--- src/rtl/config_pkg.sv ---
// config_pkg: shared types and constants for the TX scheduler
package config_pkg;
  typedef enum logic [1:0] {
    TS_IDLE = 2'd0,
    TS_ECHO = 2'd1,
    TS_RES  = 2'd2
  } tx_sched_state_t;
  localparam int RES_BYTES = 4;
endpackage

--- src/rtl/word_to_bytes.sv ---
// word_to_bytes: holds a captured word and presents it one byte at a time, byte 0 first
module word_to_bytes #(
  parameter int RES_W = 32
) (
  input  logic             clk,
  input  logic             rst,
  input  logic             load_i,
  input  logic [RES_W-1:0] word_i,
  input  logic             adv_i,
  output logic [7:0]       byte_o,
  output logic             last_o
);
  localparam int NB = RES_W / 8;
  localparam int CW = NB > 1 ? $clog2(NB) : 1;
  logic [RES_W-1:0] word_q;
  logic [CW-1:0]    cnt_q;
  // capture on load, step the byte index on each accepted byte, wrap after the last
  always_ff @(posedge clk) begin
    if (rst) begin
      word_q <= '0;
      cnt_q  <= '0;
    end else if (load_i) begin
      word_q <= word_i;
      cnt_q  <= '0;
    end else if (adv_i) begin
      cnt_q  <= last_o ? '0 : cnt_q + 1'b1;
    end
  end
  assign byte_o = word_q[8*int'(cnt_q) +: 8];
  assign last_o = cnt_q == CW'(NB - 1);
endmodule

--- src/rtl/tx_scheduler.sv ---
// tx_scheduler: per-packet round-robin share of the UART TX byte channel between echo and ALU results
import config_pkg::*;
module tx_scheduler #(
  parameter int RES_W = RES_BYTES * 8
) (
  input  logic             clk,
  input  logic             rst,
  input  logic [7:0]       echo_data_i,
  input  logic             echo_valid_i,
  input  logic             echo_last_i,
  output logic             echo_ready_o,
  input  logic [RES_W-1:0] res_data_i,
  input  logic             res_valid_i,
  output logic             res_ready_o,
  output logic [7:0]       tx_data_o,
  output logic             tx_valid_o,
  input  logic             tx_ready_i,
  output logic             busy_o,
  output logic [1:0]       state_o
);
  tx_sched_state_t state_q, state_d;
  logic rr_q, grant_echo, grant_res, load, adv, ser_last;
  logic [7:0] ser_byte;
  assign grant_echo = echo_valid_i && !(res_valid_i && rr_q);
  assign grant_res  = res_valid_i && !grant_echo;
  word_to_bytes #(.RES_W(RES_W)) u_ser (
    .clk    (clk),
    .rst    (rst),
    .load_i (load),
    .word_i (res_data_i),
    .adv_i  (adv),
    .byte_o (ser_byte),
    .last_o (ser_last)
  );
  // arbitration in IDLE, pass-through in ECHO, serializer drive in RES
  always_comb begin
    state_d      = state_q;
    tx_data_o    = '0;
    tx_valid_o   = 1'b0;
    echo_ready_o = 1'b0;
    res_ready_o  = 1'b0;
    load         = 1'b0;
    adv          = 1'b0;
    case (state_q)
      TS_IDLE: begin
        res_ready_o = grant_res;
        load        = grant_res;
        state_d     = grant_echo ? TS_ECHO : grant_res ? TS_RES : TS_IDLE;
      end
      TS_ECHO: begin
        tx_data_o    = echo_data_i;
        tx_valid_o   = echo_valid_i;
        echo_ready_o = tx_ready_i;
        state_d      = (echo_valid_i && tx_ready_i && echo_last_i) ? TS_IDLE : TS_ECHO;
      end
      TS_RES: begin
        tx_data_o  = ser_byte;
        tx_valid_o = 1'b1;
        adv        = tx_ready_i;
        state_d    = (tx_ready_i && ser_last) ? TS_IDLE : TS_RES;
      end
      default: state_d = TS_IDLE;
    endcase
  end
  // state register; finishing a packet hands priority to the other source
  always_ff @(posedge clk) begin
    if (rst) begin
      state_q <= TS_IDLE;
      rr_q    <= 1'b0;
    end else begin
      state_q <= state_d;
      if (state_q != TS_IDLE && state_d == TS_IDLE) rr_q <= state_q == TS_ECHO;
    end
  end
  assign busy_o  = state_q != TS_IDLE;
  assign state_o = state_q;
endmodule
--- config.mk ---
export PLATFORM = sky130hd
export DESIGN_NAME = tx_scheduler
export DESIGN_NICKNAME = d
export VERILOG_FILES = /design/src/rtl/config_pkg.sv /design/src/rtl/word_to_bytes.sv /design/src/rtl/tx_scheduler.sv
export SDC_FILE = /design/constraint.sdc
export NUM_CORES = 1
export LEC_CHECK = 0
export BUFFER_PORTS_ARGS = -buffer_cell sky130_fd_sc_hd__buf_2
export CORE_UTILIZATION = 30
export CTS_CLUSTER_DIAMETER = 50
export DETAILED_ROUTE_END_ITERATION = 8
export PLACE_DENSITY = 0.49
export SLEW_MARGIN = 30
export SYNTH_ARGS = -nofsm -noshare
export SYNTH_HDL_FRONTEND = slang
export SYNTH_SLANG_ARGS = --single-unit
--- constraint.sdc ---
create_clock -name clk -period 3.86 [get_ports clk]
set_clock_uncertainty 0.05 [all_clocks]
set_input_delay 0.193 -clock clk [delete_from_list [all_inputs] [get_ports clk]]
set_output_delay 0.193 -clock clk [all_outputs]
set_load 0.02 [all_outputs]
# [Word level (Yosys, flattened, before mapping)]
# Index checks and enable logic that the tools add are counted.
[totals] word_cells=33 output_inout_bits=14 n_memories=0 inputBits=46 reg_bits=37 mem_bits_ro=0 latch_bits=0 mem_bits_rw=0
[op_classes] bitwise_logic=0 n_addsub=1 reduce_logical=13 n_div=0 magnitude_cmp=0 n_mux=11 n_eq_ne=3 mul=0 shifts=1
[op_table] op="$shiftx A32 B6 Y8" n=1
[op_table] op="$pmux W8 S2" n=1
[op_table] op="$mux W2" n=4
[op_table] op="$logic_and A1 B1 Y1" n=7
[op_table] op="$pmux W2 S3" n=1
[op_table] op="$eq A2 B2 Y1 const B" n=2
[op_table] op="$logic_not A2 Y1" n=2
[op_table] op="$mux W1" n=4
[op_table] op="$add A2 B1 Y2 const B" n=1
[op_table] op="$eq A2 B1 Y1 const B" n=1
[op_table] op="$logic_not A1 Y1" n=2
[op_table] op="$pmux W1 S2" n=1
[op_table] op="$reduce_bool A2 Y1" n=1
[op_table] op="$reduce_or A2 Y1" n=1

# [Depth between registers and ports, before layout]
[depth] ltp_word=10 ltp_mapped=7 mapped_depth_nobuf=5

# [Hierarchy]
# From an unflattened synthesis, not the netlist that was laid out.
[unflattened] hier_cells=172 area_unflattened_um2=1831.8
[by_module_without_submodules] module="word_to_bytes" seq_area_each_um2=680.7 n_inst=1 cells_per_inst=122 area_each_um2=1446.4
[by_module_without_submodules] module="tx_scheduler" seq_area_each_um2=60.1 n_inst=1 cells_per_inst=50 area_each_um2=385.4

# [Least setup slack after synthesis]
# Ideal clock, no wire load.
[synth_timing] path_kind="register to output" start="reg state_q[0] (netlist: state_o[0])" end="out tx_data_o[0]" path_stages_with_launch=5 path_buffers=0 required_time_ps=3617 setup_slack_ps=1992 t_arrival_ps=1625 path_cell_list="dfxtp_1 -> inv_1 -> ha_1 -> nand2_1 -> o31ai_1"
[synth_via] elab_chain_cells=2 word_cells_on_any_way=3 classes_between="eq/ne (2); mux (1)"
[synth_lines] item="from (decl)" line="tx_scheduler.sv:21" rtl="tx_sched_state_t state_q, state_d;"
[synth_lines] item="from (signal assigned)" line="tx_scheduler.sv:71" rtl="state_q <= state_d;"
[synth_lines] item="$eq A2 B2 Y1 / $eq A2 B1 Y1 (equally long branches)" line="tx_scheduler.sv:44" rtl="case (state_q)"
[synth_lines] item="$pmux W8 S2 (*)" line="tx_scheduler.sv:44"
[synth_lines] item="to (decl)" line="tx_scheduler.sv:15" rtl="output logic [7:0] tx_data_o,"
# Every way passes the cells marked *; elsewhere a longest branch is shown, timed or not.

# [Final worst setup path]
[layout_timing] start="reg state_q[0] (netlist: state_o[0])" end="out tx_data_o[6]"
# The elaborated chain is that of the path after synthesis.

==> flow_summary_export.csv <==
group,metric,value,unit
clock_tree,post_cts_buffers,0,
cells_and_area,final_common_cell,"buf_2",
worst_setup_path,startpoint_type,"flop",
synth,synth.yosys.warnings,0,
worst_setup_path,cp-end-kind,"output pin",
timing,setup_tns,0,ps
clock_tree,cts.sinks,37,
timing,tightest_slew,779.4,ps
clock_tree,ctsRootBufferMaster,"clkbuf_8",
timing,setup_violations,0,
power_and_ir_drop,finalPower,926.9,uW
worst_setup_path,required,3620,ps
worst_setup_path,path_max_fanout,8,
timing,rsz0062_at_grt,"no",
synth,yosys.cell_types.count,30,
grt,grt_usage,15.46,%
synth,syn_inst,227,
cells_and_area,nets,322,
clock_tree,ctsHoldBuffers,0,
cells_and_area,regArea,742.0,um2
drt,met1_length,2.563,mm
drt,top_layer_used,"met4",
synth,synthArstFlopShare,0,%
clock_tree,h-tree-depth,2,
synth,synthFlopType,"dfxtp_1",
timing,slew_headroom,48.04,%
timing,hold_viol_final,0,
cells_and_area,area_growth,19.33,%
drt,wire_per_inst,14.90,um
drt,route.met3.wl,230,um
cells_and_area,nFillCells,678,
clock_tree,cts_resized,0,
power_and_ir_drop,ir_drop,117.7,uV
grt,grt_pass1_vias,1739,
synth,synth_nets,278,
placement,place_congestion,0.7676,
drt,vias_per_cell,5.106,
grt,antenna_found_initial,0,
flow_run,cap_violations,0,
clock_tree,cts_tree,"done",
min_path,hp-class,"in2reg",
clock_tree,cts.clk_slew.worst_paths,70,ps
placement,hpwlAfterDp,3.422,mm
placement,port_buffers,59,
status,violations,"DRC",
floorplanning,start_util,31.54,%
synth,syn_area,2026,um2
floorplanning,fp.dieW,84.17,um
synth,avgSynthCellArea,8.924,um2
clock_tree,clock_latency,290,ps
floorplanning,core-area,6422,um2
power_and_ir_drop,power-per-cell-area,383.5,nW/um2
floorplanning,rows,29,
drt,postRouteAntennaNets,0,
timing,slew_violations,0,
timing,finalWorstSetupSlack,1722,ps
floorplanning,io_pins,60,
drt,drt_wl_total,5.199,mm
drt,route.met2.wl,2.338,mm
drt,drc_errors,6,
grt,grt_pass1_wl,8.528,mm
synth,synth_edf_count,0,
grt,gr-total-overflow,0,
placement,dp.cells,341,
cells_and_area,final_core_util,37.64,%
cells_and_area,layout.cells.non_filler,349,
drt,firstDrtPassIters,6,
status,status,"finished, violations left",
cells_and_area,layout_common_cells,"59 x buf_2, 36 x dfxtp_1, 33 x a21oi_1",
grt,grt_max_degree,67,
synth,synth_seq_cells,37,
timing,finalCritPeriodShare,55.38,%
cells_and_area,diodes,0,
synth,ys_seq_area_share,36.57,%
clock_tree,clockBufferDepth,2,
cells_and_area,multi_input_area,1145,um2
placement,pre_cts_ws,1690,ps
clock_tree,cts_buffers,5,
worst_setup_path,critical_path_class,"reg2out",
cells_and_area,layout-drive-gt1-share,28.68,%
drt,drt_iter0_drc,94,
timing,fin_crit,2138,ps
power_and_ir_drop,p_leak,0.9610,nW
timing,max_freq,0.4678,GHz
floorplanning,die-height,84.17,um
drt,vias,1782,
worst_setup_path,crit_arrival,1890,ps
floorplanning,dieArea,7085,um2
layer usage:
metal | vias up | global-route usage, %
li1 | 927 | -
met1 | 809 | 21.45
met2 | 41 | 23.40
met3 | 5 | 3.638
met4 | 0 | 5.643
met5 | - | 0
state kept, by name, summed over array words and instances, names as in the netlist:
register and count:
u_ser.cnt_q 2, u_ser.word_q 32, state_o 2, rr_q 1
metrics by stage:
stage                     hold slack, ps  cell area (um2)
final                              182.1             2417
after global routing               178.5             2417
after CTS                          172.7             2411
after detailed placement           415.6             2295
after global placement             412.9             2295
after floorplan                    343.0             2026
final timing paths:
kind | cells past startpoint | start | slack, ps | to
worst max-delay path | 6 | state_o[0] | 1720 | tx_data_o[6]
worst min-delay path | 3 | res_data_i[3] | 180 | u_ser.word_q[3]
worst min register to register | 2 | u_ser.word_q[8] | 430 | u_ser.word_q[8]
worst max register to register | 5 | state_o[0] | 2010 | u_ser.word_q[27]
area by class of cell:
cell class | count | area share, %
timing repair buffer | 60 | 12.53
clock buffer | 7 | 3.571
inverter | 4 | 0.6211
sequential | 37 | 30.69
multi-input combinational | 163 | 47.36
tap | 77 | 3.986
clock inverter | 1 | 1.242
synthesized netlist by cell type (all sizes together) (2+ instances only):
cell type	count	area (um2)
dfxtp	37	740.7
mux2i	10	100.1
nand3	2	10.01
and2	2	12.51
inv	4	15.01
mux2	8	90.09
nor2b	3	26.27
nor3	4	20.02
a22oi	8	60.06
nor2	3	11.26
or3b	32	280.3
ha	5	62.56
o21ai	32	160.2
o31ai	8	60.06
clkbuf	11	41.29
nand2	5	21.27
nand4	2	12.51
a21oi	33	165.2
buf	12	88.83
report_power, final:
| group | switching [mW] | internal, mW | leakage, nW |
|---|---|---|---|
| clock | 0.138 | 0.211 | 0.0585 |
| combinational | 0.0955 | 0.0665 | 0.601 |
| sequential | 0.0136 | 0.403 | 0.302 |
| total | 0.247 | 0.680 | 0.961 |
critical path, stage by stage (launching register included):
cell and delay [ps]:
dfxtp_1 380, inv_1 80, ha_1 330, and3_1 370, a22oi_1 110, o31ai_1 110
buf_2 230
cell families (layout without fill, tap and decap cells):
logic type	count (synthesis)	count (layout)	synth area share, %
flip-flops	37	37	36.57
adder cells (fa/ha/maj)	5	5	3.088
AO/OA/AOI/OAI	84	84	23.29
buffers and inverters	27	72	7.164
AND/OR/NAND/NOR	56	56	20.51
multiplexers	18	18	9.389
Power figures use the tool's default switching activity.
